[src/rtl/fpu_pkg.sv]
// rtl/fpu_pkg.sv - shared FP32 constants, types and classification helper
package fpu_pkg;

    localparam int          FP32_BIAS = 127;
    localparam logic [7:0]  EXP_MAX   = 8'hFF;
    localparam logic [31:0] QNAN      = 32'h7FC00000;
    localparam logic [31:0] PINF      = 32'h7F800000;

    typedef struct packed {
        logic        sign;
        logic [7:0]  exp;
        logic [22:0] man;
    } fp32_t;

    typedef enum logic [1:0] {FP_NORM, FP_ZERO, FP_INF, FP_NAN} fp_class_t;

    // Denormals classify as zero: the FPU flushes them on input.
    function automatic fp_class_t fp_classify(input fp32_t v);
        if (v.exp == 8'd0)
            return FP_ZERO;
        else if (v.exp == EXP_MAX)
            return (v.man != 23'd0) ? FP_NAN : FP_INF;
        else
            return FP_NORM;
    endfunction

endpackage

[src/rtl/fsquare_round.sv]
// rtl/fsquare_round.sv - normalise and round-to-nearest-even a 48-bit mantissa product
module fsquare_round
    import fpu_pkg::*;
(
    input  logic [47:0]        p,
    input  logic [7:0]         e,
    output logic [22:0]        mant,
    output logic signed [9:0]  exp_e,
    output logic               ovf,
    output logic               unf
);

    logic        n;
    logic [22:0] mant_pre;
    logic        g;
    logic        s;
    logic        inc;
    logic [23:0] sum;
    logic        c;

    always_comb begin
        n        = p[47];
        mant_pre = n ? p[46:24] : p[45:23];
        g        = n ? p[23]    : p[22];
        s        = n ? (|p[22:0]) : (|p[21:0]);
        inc      = g & (s | mant_pre[0]);
        sum      = {1'b0, mant_pre} + {23'd0, inc};
        c        = sum[23];
        mant     = c ? 23'd0 : sum[22:0];
        // Operand exponent counts twice for a square; 10 bits keep the sign.
        exp_e    = {1'b0, e, 1'b0} - 10'(FP32_BIAS) + {9'd0, n} + {9'd0, c};
        ovf      = exp_e >= 10'sd255;
        unf      = exp_e <= 10'sd0;
    end

endmodule

[src/rtl/fsquare.sv]
// rtl/fsquare.sv - three-stage pipelined FP32 squarer with valid/ready handshake
module fsquare
    import fpu_pkg::*;
(
    input  logic        clk,
    input  logic        rstn,
    input  logic [31:0] x,
    input  logic        in_valid,
    output logic        in_ready,
    output logic [31:0] y,
    output logic        out_valid,
    input  logic        out_ready
);

    fp32_t       xin;
    logic        en;
    logic        unused_sign;

    logic        v1_q, v1_d;
    fp_class_t   cls1_q, cls1_d;
    logic [7:0]  e1_q, e1_d;
    logic [23:0] m1_q, m1_d;

    logic        v2_q, v2_d;
    fp_class_t   cls2_q, cls2_d;
    logic [7:0]  e2_q, e2_d;
    logic [47:0] p2_q, p2_d;

    logic        v3_q, v3_d;
    logic [31:0] y_q, y_d;

    logic [11:0] ah, al;
    logic [23:0] hh, hl, lh, ll;

    logic [22:0]       r_mant;
    logic signed [9:0] r_exp;
    logic              r_ovf, r_unf;

    assign xin         = x;
    assign unused_sign = xin.sign;
    assign en          = ~v3_q | out_ready;
    assign in_ready    = en;
    assign y           = y_q;
    assign out_valid   = v3_q;

    fsquare_round u_round (
        .p     (p2_q),
        .e     (e2_q),
        .mant  (r_mant),
        .exp_e (r_exp),
        .ovf   (r_ovf),
        .unf   (r_unf)
    );

    always_comb begin
        v1_d   = v1_q;
        cls1_d = cls1_q;
        e1_d   = e1_q;
        m1_d   = m1_q;
        v2_d   = v2_q;
        cls2_d = cls2_q;
        e2_d   = e2_q;
        p2_d   = p2_q;
        v3_d   = v3_q;
        y_d    = y_q;

        // Split the 24-bit mantissa in halves; hl and lh are equal for a square.
        ah = m1_q[23:12];
        al = m1_q[11:0];
        hh = {12'd0, ah} * {12'd0, ah};
        hl = {12'd0, ah} * {12'd0, al};
        lh = {12'd0, al} * {12'd0, ah};
        ll = {12'd0, al} * {12'd0, al};

        if (en) begin
            v1_d   = in_valid;
            cls1_d = fp_classify(xin);
            e1_d   = xin.exp;
            m1_d   = {1'b1, xin.man};

            v2_d   = v1_q;
            cls2_d = cls1_q;
            e2_d   = e1_q;
            p2_d   = ({24'd0, hh} << 24) + ({24'd0, hl} << 12)
                   + ({24'd0, lh} << 12) + {24'd0, ll};

            v3_d   = v2_q;
            if (v2_q) begin
                unique case (cls2_q)
                    FP_ZERO: y_d = 32'd0;
                    FP_NAN:  y_d = QNAN;
                    FP_INF:  y_d = PINF;
                    default: begin
                        if (r_ovf)
                            y_d = PINF;
                        else if (r_unf)
                            y_d = 32'd0;
                        else
                            y_d = {1'b0, r_exp[7:0], r_mant};
                    end
                endcase
            end
        end
    end

    always_ff @(posedge clk or negedge rstn) begin
        if (!rstn) begin
            v1_q   <= 1'b0;
            cls1_q <= FP_ZERO;
            e1_q   <= 8'd0;
            m1_q   <= 24'd0;
            v2_q   <= 1'b0;
            cls2_q <= FP_ZERO;
            e2_q   <= 8'd0;
            p2_q   <= 48'd0;
            v3_q   <= 1'b0;
            y_q    <= 32'd0;
        end else begin
            v1_q   <= v1_d;
            cls1_q <= cls1_d;
            e1_q   <= e1_d;
            m1_q   <= m1_d;
            v2_q   <= v2_d;
            cls2_q <= cls2_d;
            e2_q   <= e2_d;
            p2_q   <= p2_d;
            v3_q   <= v3_d;
            y_q    <= y_d;
        end
    end

endmodule

[config.mk]
export PLATFORM = sky130hd
export DESIGN_NAME = fsquare
export DESIGN_NICKNAME = d
export VERILOG_FILES = /design/src/rtl/fpu_pkg.sv /design/src/rtl/fsquare_round.sv /design/src/rtl/fsquare.sv
export SDC_FILE = /design/constraint.sdc
export NUM_CORES = 1
export LEC_CHECK = 0
export BUFFER_PORTS_ARGS = -buffer_cell sky130_fd_sc_hd__buf_4
export CAP_MARGIN = 20
export CELL_PAD_IN_SITES_DETAIL_PLACEMENT = 0
export CELL_PAD_IN_SITES_GLOBAL_PLACEMENT = 1
export CORE_MARGIN = 2
export CORE_UTILIZATION = 50
export CTS_CLUSTER_SIZE = 10
export DETAILED_ROUTE_END_ITERATION = 8
export PLACE_DENSITY = 0.91
export SKIP_LAST_GASP = 1
export SYNTH_ARGS = -nofsm -noshare
export SYNTH_HDL_FRONTEND = slang
export SYNTH_SLANG_ARGS = --single-unit
[constraint.sdc]
create_clock -name clk -period 9.5 [get_ports clk]
set_input_delay 1.425 -clock clk [delete_from_list [all_inputs] [get_ports clk]]
set_output_delay 1.425 -clock clk [all_outputs]
set_load 0.005 [all_outputs]
==> metrics.txt, run 1 <==
cell at the slowest stage of the critical path=sky130_fd_sc_hd__dfrtp_1; setup repair after global routing missed its margin=false; post-route cell area=21800 um2; Worst Path Required=9.78 ns; effective utilization at floorplan=50.9%; final hold violation count=0; post-route insts no fill=2869; Clock Tree Root=sky130_fd_sc_hd__clkbuf_16; Post-Synthesis Cell Area=20300 um2; global-route wire length before repair=77200 um; initial antenna violation count=0; number of cells on the critical path=28; post-synth cell types=86; sum of overflow across all layers after global routing=0; total number of vias=15500; data arrival time at the worst-slack endpoint=8.79 ns; Yosys warning count=0; last weighted congestion value of the routability-driven placer=0.883; #FFs+latches synth=125; die width=206 um; endpoint of the worst register-to-register path=p2_q[46]; source-to-sink clock delay at the later pin of the worst-skew pair=0.45 ns; cts hold-fix bufs=0; worst path buffer plus inverter count=3; r2r startpoint=m1_q[20]; count of unresolved DRC violations after routing=0; type of the worst setup path=flip-flop to flip-flop; total wirelength of the detailed-routed design=45800 um; number of antenna cells inserted=0; launching element of the worst setup path=m1_q[20]; Worst Skew=0.0157 ns; core area=39900 um2; post-DR wirelength/cell=16.0 um; share of flip-flops with an asynchronous set or reset=100%; via count of the first global-routing pass=15900; final max-slew violation count=0; Critical Path Max Stage Delay=0.84 ns; fraction of the cycle the final worst path needs=89.7%; relative max-transition margin=24.7%; number of max-cap violations=0; flip-flop cell with the highest count after synthesis=sky130_fd_sc_hd__dfrtp_1; number of sinks handled by clock tree synthesis=125; Final ANT Viol Nets=0; CTS tree=done; standard-cell row count=73; Die H=206 um; post-layout utilization of the core=54.7%; worst-case clock buffer depth=2; Total Negative Setup Slacks=0 ns; filler cell count in the final layout=3605; Startpoint Class=flip-flop; I/O pins=70; area of combinational cells with multiple inputs=15500 um2; synthesized area per cell=8.70 um2; CTS resizes=0; critical path's most frequent cell=sky130_fd_sc_hd__fa_1; number of nets in the layout=2872; actual transition at the worst max-transition pin=1.13 ns; Hold Path Cell Cnt=2; Reg clk slew, reported paths=0.06 ns; run status=finished clean; area of placed instances=21200 um2; synth-to-layout area growth=7.44%; net count after synthesis=2877; DRT Pass-1 Iters=5; number of clock buffers inserted by TritonCTS=17; sequential cell area=3130 um2; Placed Cells=2837; total global routing track utilization=22.9%; post-CTS repair timing setup buffer count=0; Worst Setup End Kind=flip-flop; final worst path period need=8.52 ns; EDFF count, synth=0; Die Area=42300 um2; Top delay family on crit path=adder cells; buffers added on ports=67; number of violations reported at the end of detailed-routing iteration 0=886; via-per-instance ratio=5.42; depth of the CTS H-tree=4; Max Fanout on Critical Path=19; sequential fraction of the synthesis area=15.4%; HPWL after DPL=35900 um; number of instances in the synthesized netlist=2336; final setup violation count=0; largest net degree at the start of global routing=96; R2R Setup Slk=0.98 ns; timing-limited maximum frequency=117 MHz; proportion of layout cells with a drive suffix above 1=6.48%; class of the tightest hold or removal check=flip-flop to flip-flop; CP endpoint=p2_q[46]; R2R cell count=28
[worst min-delay path, stage by stage (launching register included)]
cell	delay, ns
sky130_fd_sc_hd__dfrtp_1	0.34
sky130_fd_sc_hd__nand2_1	0.05
sky130_fd_sc_hd__nand2_1	0.05
[registers in the layout, summed over array words and instances, names as in the netlist]
register   cells
cls1_q         2
e2_q           8
v1_q           1
e1_q           8
cls2_q         2
out_valid      1
p2_q          47
m1_q          24
y             31
v2_q           1
[how the worst min path moves through the flow]
stage | to | startpoint
after floorplan | e1_q[0] | e1_q[0]
after global placement | e1_q[2] | e1_q[2]
after detailed placement | e1_q[0] | e1_q[0]
after CTS | e1_q[0] | e1_q[0]
after global routing | e1_q[2] | e1_q[2]
final | e1_q[2] | e1_q[2]
[final cells by class]
class                           count  share of cell area [%]
Clock buffer                       18                    2.01
Clock inverter                     14                    1.05
Inverter                          350                    6.02
Timing Repair Buffer               82                    2.82
Tap cell                          525                    3.01
Sequential cell                   125                    14.3
Multi-Input combinational cell   1755                    70.7
[stage by stage]
| step | hold slack (ns) | worst slack [ns] |
|---|---|---|
| 3_5_place_dp | 0.457 | 1.09 |
| 6_report | 0.465 | 0.983 |
| 5_1_grt | 0.488 | 0.485 |
| 3_3_place_gp | 0.450 | 1.12 |
| 4_1_cts | 0.469 | 0.992 |
| 2_1_floorplan | 0.439 | 2.30 |
[routing by layer]
metal	part of all wire, %	global-route usage (%)	wire [um]	vias to the layer above
met4	2.1	6.32	969	0
met5	0	0	0	-
li1	-	-	-	7502
met2	46	36.9	21200	334
met1	46	31.3	21200	7639
met3	5.2	4.55	2370	67
[logic make-up (layout without fill, tap and decap cells)]
| kind of cell | count (synthesis) | count (layout) | share of synthesized area (%) |
|---|---|---|---|
| fa+ha+maj | 505 | 505 | 41.0 |
| flops | 125 | 125 | 15.4 |
| buf+inv | 456 | 464 | 8.64 |
| other cells | 1 | 1 | 0.0184 |
| mux | 20 | 20 | 1.03 |
| compound gates | 339 | 339 | 10.7 |
| xor+xnor | 109 | 109 | 4.70 |
| simple gates | 781 | 781 | 18.5 |
[cells in the mapped netlist, drive strengths merged, types with 4 or more instances]
cell | count | area share (%)
nand3b | 6 | 0.22
nand2b | 15 | 0.46
nor3 | 24 | 0.78
clkbuf | 88 | 1.6
a21boi | 7 | 0.26
or3 | 9 | 0.28
a211oi | 12 | 0.49
clkinv | 4 | 0.074
nand3 | 37 | 0.94
inv | 346 | 6.4
o211ai | 11 | 0.41
xnor2 | 69 | 3.0
buf | 18 | 0.55
nor2 | 103 | 1.9
mux2 | 5 | 0.30
o21ai | 78 | 1.9
nor4 | 12 | 0.37
o311ai | 4 | 0.21
a41oi | 4 | 0.17
a21oi | 103 | 2.6
o21a | 12 | 0.44
xor2 | 40 | 1.7
o31ai | 28 | 1.1
ha | 236 | 15
and2 | 150 | 4.6
o21bai | 9 | 0.33
nor2b | 9 | 0.28
mux2i | 15 | 0.74
and3 | 9 | 0.28
a31oi | 10 | 0.34
fa | 269 | 26
nand4 | 18 | 0.66
dfrtp | 123 | 15
or2 | 7 | 0.23
nand2 | 367 | 6.8
a21o | 38 | 1.4
[cells in the final DEF (no fill, tap or decap), drive strengths merged, types with 5 or more instances in the layout]
master / count
nand2: 367
inv: 349
fa: 269
ha: 236
and2: 150
dfrtp: 123
nor2: 103
a21oi: 103
buf: 82
o21ai: 78
xnor2: 69
xor2: 40
a21o: 38
nand3: 37
o31ai: 28
nor3: 24
clkbuf: 18
nand4: 18
mux2i: 15
nand2b: 15
o21a: 12
nor4: 12
a211oi: 12
o211ai: 11
a31oi: 10
o21bai: 9
and3: 9
or3: 9
nor2b: 9
clkinv: 9
a21boi: 7
or2: 7
nand3b: 6
bufinv: 5
mux2: 5
Power of run 1 is left out: the tool's default activity adds up to more than one toggle a clock period on the data nets, which glitch-free logic cannot reach.
==> inputs of run 2 (changes only) <==
--- a/config.mk
+++ b/config.mk
@@ -13,8 +13,9 @@
 export CORE_UTILIZATION = 50
 export CTS_CLUSTER_SIZE = 10
 export DETAILED_ROUTE_END_ITERATION = 8
-export PLACE_DENSITY = 0.91
+export PLACE_DENSITY = 0.9
 export SKIP_LAST_GASP = 1
 export SYNTH_ARGS = -nofsm -noshare
 export SYNTH_HDL_FRONTEND = slang
+export SYNTH_HIERARCHICAL = 1
 export SYNTH_SLANG_ARGS = --single-unit
==> metrics.txt, run 2 <==
die width=205 um (-0.23%); source-to-sink clock delay at the later pin of the worst-skew pair=0.46 ns (about the same); most common cell after layout, fill and taps aside=sky130_fd_sc_hd__inv_1; post-CTS repair timing setup buffer count=0 (unchanged); last weighted congestion value of the routability-driven placer=0.890 (+0.71%); buffers added on ports=67 (unchanged); cells taking the most area after synthesis=sky130_fd_sc_hd__fa_1 (27%), sky130_fd_sc_hd__dfrtp_1 (15%), sky130_fd_sc_hd__ha_1 (14%), sky130_fd_sc_hd__inv_1 (6.3%), sky130_fd_sc_hd__nand2_1 (6.0%); Post-Synthesis Cell Area=20200 um2 (-0.46%); Final ANT Viol Nets=0 (unchanged); data arrival time at the worst-slack endpoint=8.87 ns (+0.08 ns); via count of the first global-routing pass=16000 (+0.83%); r2r startpoint=m1_q[18]; I/O pins=70 (unchanged); Reg clk slew, reported paths=0.07 ns (about the same); relative max-transition margin=29.7% (+5.0 points); R2R cell count=29 (+3.6%); CTS resizes=0 (unchanged); cell at the slowest stage of the critical path=sky130_fd_sc_hd__dfrtp_1; highest-count cells in the layout ignoring fill and taps=sky130_fd_sc_hd__inv_1 (342), sky130_fd_sc_hd__nand2_1 (323), sky130_fd_sc_hd__fa_1 (270), sky130_fd_sc_hd__ha_1 (231), sky130_fd_sc_hd__and2_1 (161); number of sinks handled by clock tree synthesis=125 (unchanged); Total Negative Setup Slacks=0 ns (unchanged); number of violations reported at the end of detailed-routing iteration 0=852 (-3.8%); Clock Tree Root=sky130_fd_sc_hd__clkbuf_16; setup repair after global routing missed its margin=false; Startpoint Class=flip-flop; most instantiated library cell after synthesis=sky130_fd_sc_hd__inv_1; Worst Skew=0.0148 ns (-0.000826 ns); Worst Path Required=9.82 ns (+0.04 ns); timing-limited maximum frequency=117 MHz (-0.40%); flip-flop cell with the highest count after synthesis=sky130_fd_sc_hd__dfrtp_1; final setup violation count=0 (unchanged); effective utilization at floorplan=50.8% (-0.12 points); post-DR wirelength/cell=16.6 um (+4.1%); worst path buffer plus inverter count=5 (+2); top cell types by occurrence after synthesis=sky130_fd_sc_hd__inv_1 (342), sky130_fd_sc_hd__nand2_1 (323), sky130_fd_sc_hd__fa_1 (270), sky130_fd_sc_hd__ha_1 (231), sky130_fd_sc_hd__and2_1 (161); critical path's most frequent cell=sky130_fd_sc_hd__fa_1; post-route cell area=21800 um2 (-0.26%); number of nets in the layout=2826 (-1.6%); DRT Pass-1 Iters=5 (unchanged); actual transition at the worst max-transition pin=1.06 ns (-0.0743 ns); count of unresolved DRC violations after routing=0 (unchanged); final hold violation count=0 (unchanged); CP endpoint=p2_q[47]; #FFs+latches synth=125 (unchanged); HPWL after DPL=36800 um (+2.5%); sum of overflow across all layers after global routing=0 (unchanged); number of max-cap violations=0 (unchanged); proportion of layout cells with a drive suffix above 1=7.25% (+0.77 points); global-route wire length before repair=78900 um (+2.2%); via-per-instance ratio=5.45 (+0.63%); Die H=205 um (-0.23%); final worst path period need=8.55 ns (+0.0345 ns); Critical Path Max Stage Delay=0.84 ns (about the same); core area=39800 um2 (-0.23%); Max Fanout on Critical Path=18 (-1); endpoint of the worst register-to-register path=p2_q[47]; total wirelength of the detailed-routed design=47000 um (+2.6%); CTS tree=done; post-layout utilization of the core=54.7% (about the same); synth-to-layout area growth=7.66%; share of flip-flops with an asynchronous set or reset=100% (unchanged); worst-case clock buffer depth=2 (unchanged); total number of vias=15400 (-0.84%); depth of the CTS H-tree=4 (unchanged); number of instances in the synthesized netlist=2276 (-2.6%); Top delay family on crit path=adder cells; post-synth cell types=81 (-5.8%); number of clock buffers inserted by TritonCTS=17 (unchanged); type of the worst setup path=flip-flop to flip-flop; EDFF count, synth=0 (unchanged); number of antenna cells inserted=0 (unchanged); Worst Setup End Kind=flip-flop; total global routing track utilization=23.6% (+0.77 points); number of cells on the critical path=29 (+3.6%); standard-cell row count=73 (unchanged); area of placed instances=21200 um2 (about the same); sequential fraction of the synthesis area=15.5% (+0.071 points); final max-slew violation count=0 (unchanged); synthesized area per cell=8.89 um2 (+2.2%); share of the synthesized area in the top cell type=26.7% (+0.22 points); R2R Setup Slk=0.95 ns (-0.03 ns); Die Area=42100 um2 (-0.46%); class of the tightest hold or removal check=flip-flop to flip-flop; initial antenna violation count=0 (unchanged); launching element of the worst setup path=m1_q[18]; largest net degree at the start of global routing=75 (-22%); run status=finished clean; library cell occupying the most area in the post-synthesis netlist=sky130_fd_sc_hd__fa_1; cts hold-fix bufs=0 (unchanged); max FFs per register=47 (unchanged); fraction of the cycle the final worst path needs=90.0% (+0.36 points); Yosys warning count=6 (+6); register ranked first by flip-flop count=p2_q
==> run 2: layout make-up <==
type,instances,area [um2]
clock buffers,18,439
inverters,345,1290
clock inverters,14,171
repair buffers,92,691
fillers,3597,18000
flip-flops and latches,125,3130
well taps,525,657
multi-input cells,1708,15400
==> run 2: how the worst min path moves through the flow <==
stage / to / start / cells after the start / slack (ns)
finish: cls2_q[0] / cls1_q[0] / 2 / 0.47
floorplan: e1_q[0] / e1_q[0] / 2 / 0.44
global placement: e1_q[1] / e1_q[1] / 2 / 0.45
global route: e1_q[7] / e1_q[7] / 2 / 0.49
CTS: e1_q[4] / e1_q[4] / 2 / 0.47
detailed placement: e1_q[1] / e1_q[1] / 2 / 0.46
==> run 2: routing by layer <==
metal	share of wire, %	GRT usage (%)
met2	46	38.0
met1	46	32.5
met4	2.4	7.94
met5	0	0
met3	5.3	3.88
==> run 2: worst register-to-register path, delay by kind of cell (launching register included) <==
| family | cells | cell delay, ns |
|---|---|---|
| buffers and inverters | 5 | 0.78 |
| flip-flops | 1 | 0.84 |
| adder cells (fa/ha/maj) | 8 | 3.33 |
| AO/OA/AOI/OAI | 10 | 1.96 |
| XOR/XNOR | 2 | 0.47 |
| AND/OR/NAND/NOR | 4 | 1.02 |
==> run 2: kinds of logic (layout without fill, tap and decap cells) <==
| logic type | after synthesis | count (layout) | share of synthesized area (%) |
|---|---|---|---|
| simple gates | 763 | 763 | 18.6 |
| other cells | 1 | 2 | 0.0185 |
| buf+inv | 444 | 469 | 8.48 |
| mux | 27 | 27 | 1.41 |
| xor+xnor | 101 | 101 | 4.37 |
| fa+ha+maj | 501 | 501 | 41.0 |
| flops | 125 | 125 | 15.5 |
| compound gates | 314 | 314 | 10.6 |
==> run 2: per-stage QoR <==
| step | cells | hold slack [ns] | worst slack, ns |
|---|---|---|---|
| 6_report | 2827 | 0.467 | 0.948 |
| 5_1_grt | 2827 | 0.490 | 0.428 |
| 4_1_cts | 2827 | 0.473 | 0.960 |
| 3_5_place_dp | 2795 | 0.455 | 1.00 |
| 3_3_place_gp | 2795 | 0.451 | 1.02 |
| 2_1_floorplan | 2277 | 0.439 | 2.02 |
Power of run 2 is left out for the same reason.
==> inputs of run 3 (changes only) <==
--- a/config.mk
+++ b/config.mk
@@ -13,6 +13,7 @@
 export CORE_UTILIZATION = 50
 export CTS_CLUSTER_SIZE = 10
 export DETAILED_ROUTE_END_ITERATION = 8
+export GPL_ROUTABILITY_DRIVEN = 0
 export PLACE_DENSITY = 0.9
 export SKIP_LAST_GASP = 1
 export SYNTH_ARGS = -nofsm -noshare
==> constraint.sdc (replaced) <==
create_clock -name clk -period 9.1 [get_ports clk]
set_input_delay 1.365 -clock clk [delete_from_list [all_inputs] [get_ports clk]]
set_output_delay 1.365 -clock clk [all_outputs]
set_load 0.005 [all_outputs]
==> metrics.txt, run 3 (synthesis results as in run 2) <==
run status=finished clean; critical path's most frequent cell=sky130_fd_sc_hd__fa_1; source-to-sink clock delay at the later pin of the worst-skew pair=0.45 ns (about the same); Worst Path Required=9.41 ns (-0.41 ns); number of sinks handled by clock tree synthesis=125 (unchanged); count of unresolved DRC violations after routing=0 (unchanged); Total Negative Setup Slacks=0 ns (unchanged); Worst Skew=0.0163 ns (+0.00151 ns); post-layout utilization of the core=54.9% (+0.18 points); timing-limited maximum frequency=121 MHz (+3.1%); number of clock buffers inserted by TritonCTS=17 (unchanged); post-DR wirelength/cell=16.6 um (-0.28%); worst-case clock buffer depth=2 (unchanged); buffers added on ports=67 (unchanged); total number of vias=15500 (+0.83%); actual transition at the worst max-transition pin=0.922 ns (-0.133 ns); register ranked first by flip-flop count=p2_q; relative max-transition margin=38.5% (+8.9 points); largest net degree at the start of global routing=75 (unchanged); final max-slew violation count=0 (unchanged); data arrival time at the worst-slack endpoint=8.60 ns (-0.27 ns); HPWL after DPL=37400 um (+1.7%); number of antenna cells inserted=0 (unchanged); final setup violation count=0 (unchanged); cts hold-fix bufs=0 (unchanged); highest-count cells in the layout ignoring fill and taps=sky130_fd_sc_hd__inv_1 (342), sky130_fd_sc_hd__nand2_1 (323), sky130_fd_sc_hd__fa_1 (270), sky130_fd_sc_hd__ha_1 (231), sky130_fd_sc_hd__and2_1 (161); total wirelength of the detailed-routed design=47000 um (+0.11%); Die Area=42100 um2 (unchanged); Final ANT Viol Nets=0 (unchanged); cell at the slowest stage of the critical path=sky130_fd_sc_hd__dfrtp_1; via count of the first global-routing pass=15800 (-1.3%); number of max-cap violations=0 (unchanged); area of placed instances=21300 um2 (+0.39%); via-per-instance ratio=5.48 (+0.44%); proportion of layout cells with a drive suffix above 1=7.65% (+0.40 points); filler cell count in the final layout=3572 (-0.70%); fraction of the cycle the final worst path needs=91.1% (+1.1 points); CTS tree=done; total global routing track utilization=23.2% (-0.40 points); number of violations reported at the end of detailed-routing iteration 0=874 (+2.6%); Startpoint Class=flip-flop; Reg clk slew, reported paths=0.07 ns (about the same); I/O pins=70 (unchanged); final worst path period need=8.29 ns (-0.261 ns); CTS resizes=0 (unchanged); setup repair after global routing missed its margin=false; effective utilization at floorplan=50.8% (unchanged); synth-to-layout area growth=8.00%; initial antenna violation count=1 (+1); post-CTS repair timing setup buffer count=0 (unchanged); final hold violation count=0 (unchanged); DRT Pass-1 Iters=5 (unchanged); global-route wire length before repair=77600 um (-1.6%); die width=205 um (unchanged); Worst Setup End Kind=flip-flop; depth of the CTS H-tree=4 (unchanged); core area=39800 um2 (unchanged); standard-cell row count=73 (unchanged); Clock Tree Root=sky130_fd_sc_hd__clkbuf_16; max FFs per register=47 (unchanged); Max Fanout on Critical Path=20 (+2); class of the tightest hold or removal check=flip-flop to flip-flop; Die H=205 um (unchanged); type of the worst setup path=flip-flop to flip-flop; post-route cell area=21900 um2 (+0.32%); Critical Path Max Stage Delay=0.91 ns (+0.07 ns); sum of overflow across all layers after global routing=0 (unchanged); most common cell after layout, fill and taps aside=sky130_fd_sc_hd__inv_1; number of nets in the layout=2837 (+0.39%)
## run 3: cell types whose count changed in the layout (fill, tap and decap cells not counted)
cell | before | now
sky130_fd_sc_hd__clkbuf_1 | 0 | 1
sky130_fd_sc_hd__buf_4 | 92 | 103
sky130_fd_sc_hd__inv_6 | 6 | 5
sky130_fd_sc_hd__clkinv_4 | 2 | 5
sky130_fd_sc_hd__inv_8 | 3 | 0
## run 3: per-stage QoR
stage	instances	setup slack [ns]	hold WS, ns
2_1_floorplan	2277	1.62	0.439
3_3_place_gp	2806	0.936	0.451
3_5_place_dp	2806	0.856	0.454
4_1_cts	2838	0.817	0.462
5_1_grt	2838	0.322	0.481
6_report	2838	0.809	0.460
## run 3: path summary, 6_finish.rpt
check	startpoint	end	slack [ns]	depth (start not counted)
worst max-delay path	m1_q[6]	p2_q[47]	0.81	28
worst min-delay path	cls1_q[0]	cls2_q[0]	0.46	2
worst max register to register	m1_q[6]	p2_q[47]	0.81	28
worst min register to register	cls1_q[0]	cls2_q[0]	0.46	2
max in group asynchronous	rstn	m1_q[0]	6.75	2
min in group asynchronous	rstn	y[16]	0.98	1
## run 3: area by class of cell
type	instances	area [um2]	area share, %
tap	525	657	3.01
clock inverter	13	155	0.710
sequential	125	3130	14.3
multi-input combinational	1708	15400	70.5
clock buffer	19	443	2.03
timing repair buffer	103	773	3.54
inverter	345	1290	5.93
## run 3: critical path: cells and delay by family (launching register included)
kind	cells	cell delay (ns)
AO/OA/AOI/OAI	9	1.90
adder cells (fa/ha/maj)	8	3.31
XOR/XNOR	2	0.45
flip-flops	1	0.91
buffers and inverters	4	0.23
AND/OR/NAND/NOR	5	1.33
## run 3: per-layer routing
| metal | vias to the layer above | GRT usage [%] | wire length [um] |
|---|---|---|---|
| met4 | 0 | 7.14 | 1060 |
| met5 | - | 0 | 0 |
| li1 | 7436 | - | - |
| met3 | 58 | 2.78 | 2240 |
| met2 | 387 | 38.5 | 22000 |
| met1 | 7658 | 31.8 | 21700 |
Power of run 3 is left out for the same reason.
